===== config.mk =====
export PLATFORM = sky130hd
export DESIGN_NAME = sevenseg_scan_driver_flat
export DESIGN_NICKNAME = d
export VERILOG_FILES = /design/src/rtl/sevenseg_scan_driver_if.sv /design/src/rtl/sevenseg_scan_driver.sv /design/src/flat_wrapper.sv
export SDC_FILE = /design/constraint.sdc
export NUM_CORES = 1
export LEC_CHECK = 0
export CORE_UTILIZATION = 50
export CTS_CLUSTER_DIAMETER = 80
export DETAILED_ROUTE_END_ITERATION = 8
export MAX_ROUTING_LAYER = met4
export PLACE_DENSITY_LB_ADDON = 0.12
export SYNTH_ARGS = -nofsm -noshare
export SYNTH_HDL_FRONTEND = slang
export SYNTH_SLANG_ARGS = --single-unit

===== constraint.sdc =====
create_clock -name clk -period 5.2 [get_ports clk]
set_input_delay 1.56 -clock clk [delete_from_list [all_inputs] [get_ports clk]]
set_output_delay 1.56 -clock clk [all_outputs]
set_load 0.1 [all_outputs]

===== src/rtl/sevenseg_scan_driver_if.sv =====
// -----------------------------------------------------------------------------
// sevenseg_scan_driver_if
//   Signal bundle between the timekeeping core (master) and the multiplexed
//   seven-segment driver (slave).
//
//   display     packed digits, digit i = display[4i+3:4i], digit 0 rightmost
//   load        request to capture display at the next frame boundary
//   blink_mask  1 = digit i blinks
//   dp_mask     1 = decimal point lit on digit i
//   blank_lead  1 = suppress leading zeros
//   seg         segments {g,f,e,d,c,b,a}
//   dp          decimal point
//   digit_sel   one-hot digit enable
//   frame_done  1-cycle pulse after each frame wrap
// -----------------------------------------------------------------------------
interface sevenseg_scan_driver_if #(
  parameter int NUM_DIGITS = 8
);
  logic [4*NUM_DIGITS-1:0] display;
  logic                    load;
  logic [NUM_DIGITS-1:0]   blink_mask;
  logic [NUM_DIGITS-1:0]   dp_mask;
  logic                    blank_lead;
  logic [6:0]              seg;
  logic                    dp;
  logic [NUM_DIGITS-1:0]   digit_sel;
  logic                    frame_done;

  modport master (
    output display, load, blink_mask, dp_mask, blank_lead,
    input  seg, dp, digit_sel, frame_done
  );

  modport slave (
    input  display, load, blink_mask, dp_mask, blank_lead,
    output seg, dp, digit_sel, frame_done
  );
endinterface


===== src/rtl/sevenseg_scan_driver.sv =====
// -----------------------------------------------------------------------------
// sevenseg_scan_driver
//   Time-multiplexed seven-segment driver. Digits are lit round-robin, each for
//   SCAN_DIV clocks. New display values are staged and only copied into the
//   shadow register at a frame wrap, so a frame never mixes old and new digits.
//   Supports leading-zero blanking, per-digit blink and decimal points.
//
// Ports:
//   clk    system clock
//   reset  asynchronous, active-high reset
//   bus    slave side of sevenseg_scan_driver_if (inputs: display, load,
//          blink_mask, dp_mask, blank_lead; outputs: seg, dp, digit_sel,
//          frame_done)
//
// Parameters:
//   NUM_DIGITS  digits scanned (>=2); must match the interface parameter
//   SCAN_DIV    clocks each digit stays lit (>=1)
//   BLINK_DIV   clocks per blink half-period (>=1)
//   ACTIVE_LOW  1 = seg/dp/digit_sel asserted low
// -----------------------------------------------------------------------------
module sevenseg_scan_driver #(
  parameter int NUM_DIGITS = 8,
  parameter int SCAN_DIV   = 50000,
  parameter int BLINK_DIV  = 25000000,
  parameter bit ACTIVE_LOW = 1'b1
) (
  input  logic                  clk,
  input  logic                  reset,
  sevenseg_scan_driver_if.slave bus
);

  localparam int SCAN_W  = (SCAN_DIV  > 1) ? $clog2(SCAN_DIV)  : 1;
  localparam int BLINK_W = (BLINK_DIV > 1) ? $clog2(BLINK_DIV) : 1;
  localparam int IDX_W   = $clog2(NUM_DIGITS);

  localparam logic [SCAN_W-1:0]  SCAN_LAST  = SCAN_W'(SCAN_DIV - 1);
  localparam logic [BLINK_W-1:0] BLINK_LAST = BLINK_W'(BLINK_DIV - 1);
  localparam logic [IDX_W-1:0]   IDX_LAST   = IDX_W'(NUM_DIGITS - 1);

  // XOR masks that turn active-high internal values into pin polarity.
  localparam logic [6:0]            SEG_POL = {7{ACTIVE_LOW}};
  localparam logic [NUM_DIGITS-1:0] SEL_POL = {NUM_DIGITS{ACTIVE_LOW}};
  localparam logic [NUM_DIGITS-1:0] SEL_ONE = NUM_DIGITS'(1);

  // Active-high a..g pattern for a hex nibble.
  function automatic logic [6:0] hex7(input logic [3:0] v);
    case (v)
      4'h0: hex7 = 7'h3F;
      4'h1: hex7 = 7'h06;
      4'h2: hex7 = 7'h5B;
      4'h3: hex7 = 7'h4F;
      4'h4: hex7 = 7'h66;
      4'h5: hex7 = 7'h6D;
      4'h6: hex7 = 7'h7D;
      4'h7: hex7 = 7'h07;
      4'h8: hex7 = 7'h7F;
      4'h9: hex7 = 7'h6F;
      4'hA: hex7 = 7'h77;
      4'hB: hex7 = 7'h7C;
      4'hC: hex7 = 7'h39;
      4'hD: hex7 = 7'h5E;
      4'hE: hex7 = 7'h79;
      default: hex7 = 7'h71;
    endcase
  endfunction

  logic [4*NUM_DIGITS-1:0] shadow;
  logic [4*NUM_DIGITS-1:0] staging;
  logic                    pend;
  logic [SCAN_W-1:0]       scan_cnt;
  logic [IDX_W-1:0]        idx;
  logic [BLINK_W-1:0]      blink_cnt;
  logic                    blink_ph;

  logic [6:0]              seg_q;
  logic                    dp_q;
  logic [NUM_DIGITS-1:0]   sel_q;
  logic                    frame_done_q;

  logic                    tick;
  logic                    wrap;
  logic [NUM_DIGITS-1:0]   zero_above;
  logic [3:0]              cur_digit;
  logic                    lead_blank;
  logic                    blink_blank;
  logic [6:0]              seg_n;
  logic                    dp_n;
  logic [NUM_DIGITS-1:0]   sel_n;

  assign tick = (scan_cnt == SCAN_LAST);
  assign wrap = tick && (idx == IDX_LAST);

  // zero_above[i] = 1 when shadow digits NUM_DIGITS-1 down to i are all zero.
  always_comb begin
    logic run;
    // NOTE: every combinational output gets a default before any branch or
    // loop so no path can leave it unassigned and infer a latch.
    run        = 1'b1;
    zero_above = '0;
    for (int i = NUM_DIGITS - 1; i >= 0; i--) begin
      run           = run && (shadow[4*i +: 4] == 4'h0);
      zero_above[i] = run;
    end
  end

  always_comb begin
    cur_digit   = shadow[4*idx +: 4];
    lead_blank  = bus.blank_lead && (idx != '0) && zero_above[idx];
    blink_blank = bus.blink_mask[idx] && blink_ph;
    seg_n       = (lead_blank || blink_blank) ? 7'h00 : hex7(cur_digit);
    // Lead blanking keeps the decimal point; a blink phase hides it too.
    dp_n        = bus.dp_mask[idx] && !blink_blank;
    sel_n       = SEL_ONE << idx;
  end

  always_ff @(posedge clk or posedge reset) begin
    if (reset) begin
      shadow       <= '0;
      staging      <= '0;
      pend         <= 1'b0;
      scan_cnt     <= '0;
      idx          <= '0;
      blink_cnt    <= '0;
      blink_ph     <= 1'b0;
      seg_q        <= SEG_POL;
      dp_q         <= ACTIVE_LOW;
      sel_q        <= SEL_POL;
      frame_done_q <= 1'b0;
    end else begin
      // NOTE: state registers use non-blocking assignments so every register
      // samples pre-edge values regardless of statement order.
      if (tick) begin
        scan_cnt <= '0;
        idx      <= (idx == IDX_LAST) ? '0 : idx + 1'b1;
      end else begin
        scan_cnt <= scan_cnt + 1'b1;
      end

      if (blink_cnt == BLINK_LAST) begin
        blink_cnt <= '0;
        blink_ph  <= ~blink_ph;
      end else begin
        blink_cnt <= blink_cnt + 1'b1;
      end

      // Shadow only moves at the frame boundary; a load seen in the wrap
      // cycle itself goes straight through, otherwise the newest staged
      // value is used.
      if (wrap) begin
        if (bus.load) begin
          shadow <= bus.display;
        end else if (pend) begin
          shadow <= staging;
        end
        pend <= 1'b0;
      end else if (bus.load) begin
        staging <= bus.display;
        pend    <= 1'b1;
      end

      frame_done_q <= wrap;
      seg_q        <= seg_n ^ SEG_POL;
      dp_q         <= dp_n ^ ACTIVE_LOW;
      sel_q        <= sel_n ^ SEL_POL;
    end
  end

  assign bus.seg        = seg_q;
  assign bus.dp         = dp_q;
  assign bus.digit_sel  = sel_q;
  assign bus.frame_done = frame_done_q;

endmodule


===== src/flat_wrapper.sv =====
// flat-port wrapper written by rule: the top's interface ports become plain ports
module sevenseg_scan_driver_flat 
#(
  parameter int NUM_DIGITS = 8,
  parameter int SCAN_DIV   = 50000,
  parameter int BLINK_DIV  = 25000000,
  parameter bit ACTIVE_LOW = 1'b1
)
  (clk, reset, bus_display, bus_load, bus_blink_mask, bus_dp_mask, bus_blank_lead, bus_seg, bus_dp, bus_digit_sel, bus_frame_done);
  sevenseg_scan_driver_if #(.NUM_DIGITS(NUM_DIGITS)) bus_i ();
  input  logic clk;
  input  logic reset;
  input wire logic [$bits(bus_i.display)-1:0] bus_display;
  input wire logic [$bits(bus_i.load)-1:0] bus_load;
  input wire logic [$bits(bus_i.blink_mask)-1:0] bus_blink_mask;
  input wire logic [$bits(bus_i.dp_mask)-1:0] bus_dp_mask;
  input wire logic [$bits(bus_i.blank_lead)-1:0] bus_blank_lead;
  output wire logic [$bits(bus_i.seg)-1:0] bus_seg;
  output wire logic [$bits(bus_i.dp)-1:0] bus_dp;
  output wire logic [$bits(bus_i.digit_sel)-1:0] bus_digit_sel;
  output wire logic [$bits(bus_i.frame_done)-1:0] bus_frame_done;
  assign bus_i.display = bus_display;
  assign bus_i.load = bus_load;
  assign bus_i.blink_mask = bus_blink_mask;
  assign bus_i.dp_mask = bus_dp_mask;
  assign bus_i.blank_lead = bus_blank_lead;
  assign bus_seg = bus_i.seg;
  assign bus_dp = bus_i.dp;
  assign bus_digit_sel = bus_i.digit_sel;
  assign bus_frame_done = bus_i.frame_done;
  sevenseg_scan_driver #(.NUM_DIGITS(NUM_DIGITS), .SCAN_DIV(SCAN_DIV), .BLINK_DIV(BLINK_DIV), .ACTIVE_LOW(ACTIVE_LOW)) u_core (.clk(clk), .reset(reset), .bus(bus_i));
endmodule

==> results_dict.tcl, run 1 <==
set metrics [dict create \
    outcome "finished clean" \
    die_w_um 114.5 \
    wire_per_inst_um 16.76 \
    drt-total-wl_um 12450 \
    tightest_slew_ns 1.000 \
    power_density_mw_per_mm2 299.5 \
    grt_pass1_vias 3990 \
    fill_cells 952 \
    crit_chain "clkdlybuf4s50_1" \
    synthFlopType "dfrtp_1" \
    r2r_start "u_core.scan_cnt[4]" \
    final_common_cell "dfrtp_1" \
    max-cap-violations 0 \
    fmax_mhz 275.3 \
    cpMaxStageDelayCell "clkdlybuf4s50_1" \
    gp_congestion 0.7981 \
    overflow 0 \
    drt_iter0_drc 183 \
    cts.clk_slew.worst_paths_ns 0.06 \
    skew_ns 0.006581 \
    synthArstFlopShare 1.000 \
    cpLargestDelayFamily "buffers and inverters" \
    ctsHoldBuffers 0 \
    min-delay-start "u_core.blink_ph" \
    crit_required_ns 3.64 \
    layout_min_cycle_time_ns 3.633 \
    grt_usage 0.2162 \
    crit_path_max_fanout 1 \
    startpoint_type "flip-flop" \
    vias 3982 \
    reg2reg_slack_ns 1.78 \
    nets 628 \
    cts-buffers-inserted 17 \
    cp_data_arrival_time_ns 2.07 \
    final_cell_mix "111 x dfrtp_1, 68 x clkdlybuf4s50_1, 37 x mux2_2" \
    holdPathStages 1 \
    ys_ff_latch 127 \
    slew_violations 0 \
    placed_area_mm2 0.007137 \
    fin_setup_tns_ns 0 \
    synth_cell_type_count 51 \
    postSynthAreaPerCell_um2 12.94 \
    yosys_warnings 0 \
    cts.sinks 127 \
    fp.dieArea_mm2 0.01311 \
    hold_path.class "reg2reg" \
    critical_path_class "reg2out" \
    setup_viol_count_final 0 \
    viasPerCell 5.359 \
    grt_max_degree 83 \
    synthCells 489 \
    min_to "u_core.blink_ph" \
    multi_input_area_mm2 0.002952 \
    r2r_end "u_core.staging[11]" \
    start_util 0.5204 \
    grt_pass1_wl_um 20540 \
    area_growth_pct 21.87 \
    first_pass_iters 4 \
    post-dp-hpwl_um 8763 \
    die_h_um 114.5 \
    cp.buffers_inverters 1 \
    drive_above_1_share 0.2383 \
    worstRegToRegCells 6 \
    period_share 0.6986 \
    yosysSeqAreaShare 0.5053 \
    synth_edf_count 0 \
    boundaryPins 69 \
    diodes 0 \
    cts_tree "built" \
    design_area_mm2 0.007712 \
    rows 40 \
    netlist_area_mm2 0.006329 \
    endpoint_kind "primary output" \
    portBuffers 68 \
    clock_latency_ns 0.42 \
    antenna_found_initial 0 \
    drc 0 \
    grt_setup_unrepaired "no" \
    leakagePower_nw 3.435 \
    hold_viol 0 \
    coreArea_mm2 0.01216 \
    ant_nets 0 \
    slew-limit-headroom 0.3333 \
    slowest_delay_ns 1.12 \
    cts.root.buffer_cell "clkbuf_16" \
    cts_buffer_depth 2 \
    post_cts_resized 0 \
    h-tree-depth 4 \
    seq_area_mm2 0.003198 \
    peakVddDrop_mv 0.1981 \
    cts_setup_buffers 0 \
    syn-num-nets 555 \
]
[registers in the layout, indices dropped and copies added, names as in the netlist]
signal / cells
u_core.bus.frame_done: 1
u_core.shadow: 32
u_core.bus.dp: 1
u_core.bus.digit_sel: 8
u_core.blink_cnt: 25
u_core.scan_cnt: 16
u_core.idx: 3
u_core.bus.seg: 7
u_core.staging: 32
u_core.pend: 1
u_core.blink_ph: 1
[cell families (layout without fill, tap and decap cells)]
| logic type | Yosys count | in the layout | synth area share |
|---|---|---|---|
| compound gates | 30 | 30 | 0.03045 |
| xor+xnor | 34 | 34 | 0.04705 |
| fa+ha+maj | 14 | 14 | 0.02768 |
| buf+inv | 33 | 119 | 0.02946 |
| flops | 127 | 127 | 0.5053 |
| mux | 118 | 118 | 0.2481 |
| simple gates | 133 | 133 | 0.1119 |
[layout make-up]
cell class	instances	area share
multi-input combinational	329	0.3827
tap	168	0.02726
clock buffer	21	0.05970
sequential	127	0.4147
inverter	13	0.006652
clock inverter	11	0.01493
timing repair buffer	74	0.09409
[routing by layer]
layer	GRT usage	part of all wire
met1	0.2747	0.46
met2	0.3341	0.48
met3	0.05717	0.042
met4	0.07879	0.014
met5	-	0
[worst max path at each step]
stage | start | endpoint | cells after the start
after floorplan | reset | u_core.blink_cnt[0] | 1
after global placement | bus_load | u_core.staging[25] | 4
after detailed placement | bus_load | u_core.staging[11] | 4
after CTS | u_core.bus.digit_sel[7] | bus_digit_sel[7] | 1
after global routing | u_core.bus.digit_sel[2] | bus_digit_sel[2] | 1
final | u_core.bus.digit_sel[7] | bus_digit_sel[7] | 1
[report_power, final]
| group | switching [mW] | internal, mW |
|---|---|---|
| sequential | 0.0116 | 1.02 |
| combinational | 0.0580 | 0.0773 |
| clock | 0.424 | 0.724 |
[cell usage after synthesis (2+ instances only)]
cell type | n | share of area
buf_2 | 2 | 0.0016
nor3_1 | 5 | 0.0040
mux2_2 | 37 | 0.066
nor2_1 | 28 | 0.017
dfrtp_1 | 111 | 0.44
inv_1 | 11 | 0.0065
nor2b_1 | 2 | 0.0020
xnor2_1 | 15 | 0.021
buf_6 | 3 | 0.0053
and4_1 | 2 | 0.0028
a21oi_1 | 4 | 0.0032
and2_1 | 4 | 0.0040
a21boi_0 | 2 | 0.0024
nand2b_1 | 5 | 0.0049
mux2_4 | 30 | 0.071
mux2i_1 | 5 | 0.0079
dfstp_2 | 16 | 0.066
or4_1 | 2 | 0.0024
a21o_1 | 2 | 0.0024
ha_1 | 14 | 0.028
and3_1 | 5 | 0.0049
nand4_1 | 6 | 0.0059
xor2_1 | 19 | 0.026
buf_8 | 3 | 0.0071
or3_1 | 4 | 0.0040
o21ai_0 | 10 | 0.0079
nor4_1 | 11 | 0.011
nand2_1 | 30 | 0.018
clkbuf_1 | 11 | 0.0065
mux2_1 | 34 | 0.060
nor4b_1 | 2 | 0.0028
nand3_1 | 21 | 0.017
mux4_2 | 12 | 0.043
o211ai_1 | 4 | 0.0047
[stage by stage]
stage	worst slack [ns]	hold slack, ns	utilization	instances	power (mW)
after CTS	1.548	0.4632	0.6342	743	2.334
after floorplan	0.2822	0.4245	-	489	1.119
after global routing	1.533	0.4779	0.6342	743	2.395
after detailed placement	1.350	0.4517	0.5868	711	1.182
final	1.568	0.4581	0.6342	743	2.310
after global placement	1.447	0.4402	0.5868	711	1.176
No activity file was read; power rests on OpenSTA's default activity.
==> run 2: changes to the inputs <==
==> constraint.sdc (replaced) <==
create_clock -name clk -period 3.37 [get_ports clk]
set_input_delay 1.011 -clock clk [delete_from_list [all_inputs] [get_ports clk]]
set_output_delay 1.011 -clock clk [all_outputs]
set_load 0.1 [all_outputs]
==> run 2 against run 1 <==
First-iteration DRC count rose by 49%. Via count fell by 0.18%. Die area did not move.
==> results_dict.tcl, run 2 (synthesis gave the netlist of run 1 again) <==
set metrics [dict create \
    outcome "finished clean" \
    boundaryPins 69 \
    cp_data_arrival_time_ns 2.98 \
    cts.clk_slew.worst_paths_ns 0.05 \
    instances_no_fill 750 \
    slew_violations 0 \
    leakagePower_nw 3.511 \
    portBuffers 68 \
    largestRegisters "u_core.shadow: 32 flops, u_core.staging: 32 flops, u_core.blink_cnt: 25 flops" \
    area_growth_pct 23.13 \
    diodes 0 \
    layout_min_cycle_time_ns 2.684 \
    whs_ns 0.4618 \
    gp_congestion 0.7878 \
    overflow 0 \
    period_share 0.7965 \
    crit_required_ns 3.67 \
    tightest_slew_ns 0.8301 \
    drt_iter0_drc 273 \
    crit_path_max_fanout 24 \
    grt_pass1_wl_um 20630 \
    post_cts_resized 0 \
    power_density_mw_per_mm2 463.5 \
    clock_latency_ns 0.42 \
    antenna_found_initial 0 \
    dp_slack_ns 0.3920 \
    coreArea_mm2 0.01216 \
    drt-total-wl_um 12260 \
    seq_area_mm2 0.003198 \
    viasPerCell 5.300 \
    fin_ws_ns 0.6859 \
    dp.cells 718 \
    hold_viol 0 \
    cts_tree "built" \
    die_w_um 114.5 \
    grt_pass1_vias 4146 \
    final_cell_mix "111 x dfrtp_1, 51 x clkdlybuf4s50_1, 37 x mux2_2" \
    vias 3975 \
    setup_viol_count_final 0 \
    fill_cells 981 \
    ant_nets 0 \
    final_common_cell "dfrtp_1" \
    reg2reg_slack_ns 0.69 \
    cts_setup_buffers 0 \
    ctsHoldBuffers 0 \
    endpoint_kind "flip-flop" \
    post-dp-hpwl_um 8776 \
    grt_max_degree 51 \
    cts.sinks 127 \
    fin_setup_tns_ns 0 \
    start_util 0.5204 \
    drive_above_1_share 0.2784 \
    grt_setup_unrepaired "no" \
    rows 40 \
    drc 0 \
    skew_ns 0.005710 \
    slew-limit-headroom 0.4420 \
    cts.root.buffer_cell "clkbuf_16" \
    critical_path_class "reg2reg" \
    cts-buffers-inserted 17 \
    wire_per_inst_um 16.34 \
    max-cap-violations 0 \
    grt_usage 0.2179 \
    multi_input_area_mm2 0.002952 \
    peakVddDrop_mv 0.3445 \
    placed_area_mm2 0.007198 \
    first_pass_iters 4 \
    design_area_mm2 0.007792 \
    nets 635 \
    cts_buffer_depth 2 \
    fmax_mhz 372.6 \
    startpoint_type "flip-flop" \
    hold_path.class "reg2reg" \
    h-tree-depth 4 \
    fp.dieArea_mm2 0.01311 \
    die_h_um 114.5 \
]
-- run 2: path summary, 6_finish.rpt --
path                            startpoint                     to  cells past startpoint
setup / recovery             u_core.idx[1]     u_core.staging[21]                      6
hold / removal             u_core.blink_ph        u_core.blink_ph                      1
setup reg to reg             u_core.idx[1]     u_core.staging[21]                      6
hold reg to reg            u_core.blink_ph        u_core.blink_ph                      1
max in group asynchronous            reset      u_core.shadow[10]                      4
min in group asynchronous            reset  u_core.bus.frame_done                      2
-- run 2: layout make-up --
class,instances,area share
sequential,127,0.4104
multi-input combinational,329,0.3788
timing repair buffer,81,0.1008
clock buffer,22,0.06214
tap,168,0.02698
clock inverter,10,0.01413
inverter,13,0.006744
-- run 2: per-stage QoR --
| stage | power, mW | util |
|---|---|---|
| 2_1_floorplan | 1.728 | - |
| 3_3_place_gp | 1.823 | 0.5919 |
| 3_5_place_dp | 1.830 | 0.5919 |
| 4_1_cts | 3.649 | 0.6407 |
| 5_1_grt | 3.753 | 0.6407 |
| 6_report | 3.612 | 0.6407 |
-- run 2: per-layer routing --
metal  wire length, um  vias up  GRT usage
met2              5950       77     0.3438
met4               216        0    0.08831
met1              5519     1962     0.2644
met5                 0        -          -
met3               568       18    0.06194
li1                  -     1918          -
-- run 2: critical path, cell delays in order (launching register included) --
cell      delay, ns
dfrtp_1        0.83
ha_1           0.31
ha_1           0.17
and2_4         0.19
nand2b_1       0.45
buf_12         0.25
mux2_1         0.35
-- run 2: where the power goes --
| group | switching (mW) | internal, mW | total [mW] |
|---|---|---|---|
| Sequential | 0.0177 | 1.57 | 1.58 |
| Combinational | 0.0909 | 0.126 | 0.217 |
| Clock | 0.651 | 1.16 | 1.81 |
==> run 3: changes to the inputs <==
==> constraint.sdc (replaced) <==
create_clock -name clk -period 2.7 [get_ports clk]
set_input_delay 0.81 -clock clk [delete_from_list [all_inputs] [get_ports clk]]
set_output_delay 0.81 -clock clk [all_outputs]
set_load 0.1 [all_outputs]
==> run 3 against run 2 <==
Clock-buffer cell count is 4 lower. Maximum frequency is 13% higher. Sequential share of layout area is 0.62 points lower. Global-route usage is 0.58 points higher. Critical endpoint is now u_core.bus.seg[3]. Highest routed layer unchanged. Clock skew is 0.00096 ns higher.
==> results_dict.tcl, run 3 (synthesis gave the netlist of run 1 again) <==
set metrics [dict create \
    cpLargestDelayFamily "multiplexers" \
    diodes 0 \
    die_w_um 114.5 \
    post_cts_resized 0 \
    grt_usage 0.2237 \
    skew_ns 0.006667 \
    cts_tree "built" \
    cts_buffer_depth 2 \
    leakagePower_nw 3.554 \
    switching_share 0.2019 \
    slowest_delay_ns 0.61 \
    start_util 0.5204 \
    endpoint_kind "flip-flop" \
    largestRegisters "u_core.shadow: 32 flops, u_core.staging: 32 flops, u_core.blink_cnt: 25 flops" \
    gp_congestion 0.8485 \
    holdPathStages 1 \
    nets 638 \
    wire_per_inst_um 16.83 \
    grt_pass1_vias 4130 \
    cpMaxStageDelayCell "dfrtp_1" \
    outcome "finished clean" \
    use_met3 0.06564 \
    crit_chain "mux4_2 > nand2_1 > and2_1 > inv_1 > ha_1 > mux2_2 > nor2_1 > o21ai_0" \
    grt_setup_unrepaired "no" \
    dp_slack_ns 0.1765 \
    slew_violations 0 \
    drt_iter0_drc 269 \
    overflow 0 \
    r2r_start "u_core.idx[1]" \
    vias 4008 \
    antenna_found_initial 0 \
    cts.clk_slew.worst_paths_ns 0.05 \
    portBuffers 68 \
    drt-total-wl_um 12670 \
    cts-buffers-inserted 17 \
    grt_pass1_wl_um 21180 \
    hold_viol 0 \
    grt_use_met2 0.3414 \
    drc 0 \
    period_share 0.8789 \
    fp.dieArea_mm2 0.01311 \
    intPower_mw 3.865 \
    worstRegToRegCells 8 \
    fmax_mhz 421.4 \
    peakVddDrop_mv 0.4167 \
    grt_max_degree 58 \
    grt_use_met1 0.2803 \
    crit_required_ns 3.04 \
    slew-limit-headroom 0.6315 \
    hold_path.class "reg2reg" \
    h-tree-depth 4 \
    switching_power_mw 0.9777 \
    cp.buffers_inverters 1 \
    min-delay-start "u_core.blink_cnt[0]" \
    cts.sinks 127 \
    layout_min_cycle_time_ns 2.373 \
    dp.cells 721 \
    power_density_mw_per_mm2 612.1 \
    tightest_slew_ns 0.5476 \
    viasPerCell 5.323 \
    startpoint_type "flip-flop" \
    boundaryPins 69 \
    fin_ws_ns 0.3270 \
    final_cell_mix "111 x dfrtp_1, 51 x clkdlybuf4s50_1, 37 x mux2_2" \
    fin_setup_tns_ns 0 \
    area_growth_pct 25.01 \
    ctsHoldBuffers 0 \
    die_h_um 114.5 \
    drive_above_1_share 0.2855 \
    coreArea_mm2 0.01216 \
    setup_viol_count_final 0 \
    critical_path_class "reg2reg" \
    min_to "u_core.blink_cnt[0]" \
    clock_latency_ns 0.42 \
    ant_nets 0 \
    max-cap-violations 0 \
    grt_most_used_layer "met2" \
    power_frac_seq 0.408 \
    reg2reg_slack_ns 0.33 \
    final_common_cell "dfrtp_1" \
    cp_data_arrival_time_ns 2.72 \
    first_pass_iters 4 \
    crit_path_max_fanout 10 \
    rows 40 \
    cts_setup_buffers 0 \
    combPwrFrac 0.056 \
    fin_util 0.6505 \
    clock_power_share 0.535 \
    r2r_end "u_core.bus.seg[3]" \
    cts.root.buffer_cell "clkbuf_16" \
    instances_no_fill 753 \
    post-dp-hpwl_um 8806 \
]
-- run 3: worst max path at each step --
stage	from	endpoint	slack (ns)	cells after the start
floorplan	reset	u_core.blink_cnt[0]	0.34	1
finish	u_core.idx[1]	u_core.bus.seg[3]	0.33	8
detailed placement	bus_blink_mask[3]	u_core.bus.seg[1]	0.18	7
global placement	bus_blink_mask[3]	u_core.bus.seg[1]	0.22	7
global route	u_core.idx[1]	u_core.bus.seg[3]	0.15	8
CTS	u_core.idx[1]	u_core.bus.seg[3]	0.35	8
-- run 3: per-stage QoR --
stage               total power, mW  hold slack [ns]  instance area [um^2]
floorplan                     2.157           0.4245                  6332
global placement              2.277           0.4371                  7233
detailed placement            2.287           0.4500                  7233
CTS                           4.901           0.4574                  7911
global route                  5.006           0.4671                  7911
finish                        4.843           0.4585                  7911
-- run 3: power groups by stage --
stage               Clock, mW  Sequential (mW)  Combinational (mW)
floorplan                   0             2.01               0.148
global placement            0             2.01               0.271
finish                   2.59             1.98               0.272
CTS                      2.64             1.98               0.280
detailed placement          0             2.01               0.277
global route             2.72             1.98               0.298
-- run 3: cell type report --
cell class	count	area, um^2
Tap cell	168	210.2
Inverter	13	52.55
Clock buffer	18	439.2
Clock inverter	14	239.0
Multi-Input combinational cell	329	2952
Sequential cell	127	3198
Timing Repair Buffer	84	820.8
Fill cell	949	4250
-- run 3: worst reg2reg max path, cell delays in order (launching register included) --
cell	delay, ns
dfrtp_1	0.61
mux4_2	0.56
nand2_1	0.08
and2_1	0.24
inv_1	0.12
ha_1	0.23
mux2_2	0.27
nor2_1	0.10
o21ai_0	0.09
-- run 3: layer usage --
metal,routed length [um],vias to the layer above,part of all wire
met5,0,-,0
met4,248,0,0.020
met3,594,19,0.047
met2,6058,80,0.48
met1,5769,1994,0.46
li1,-,1915,-
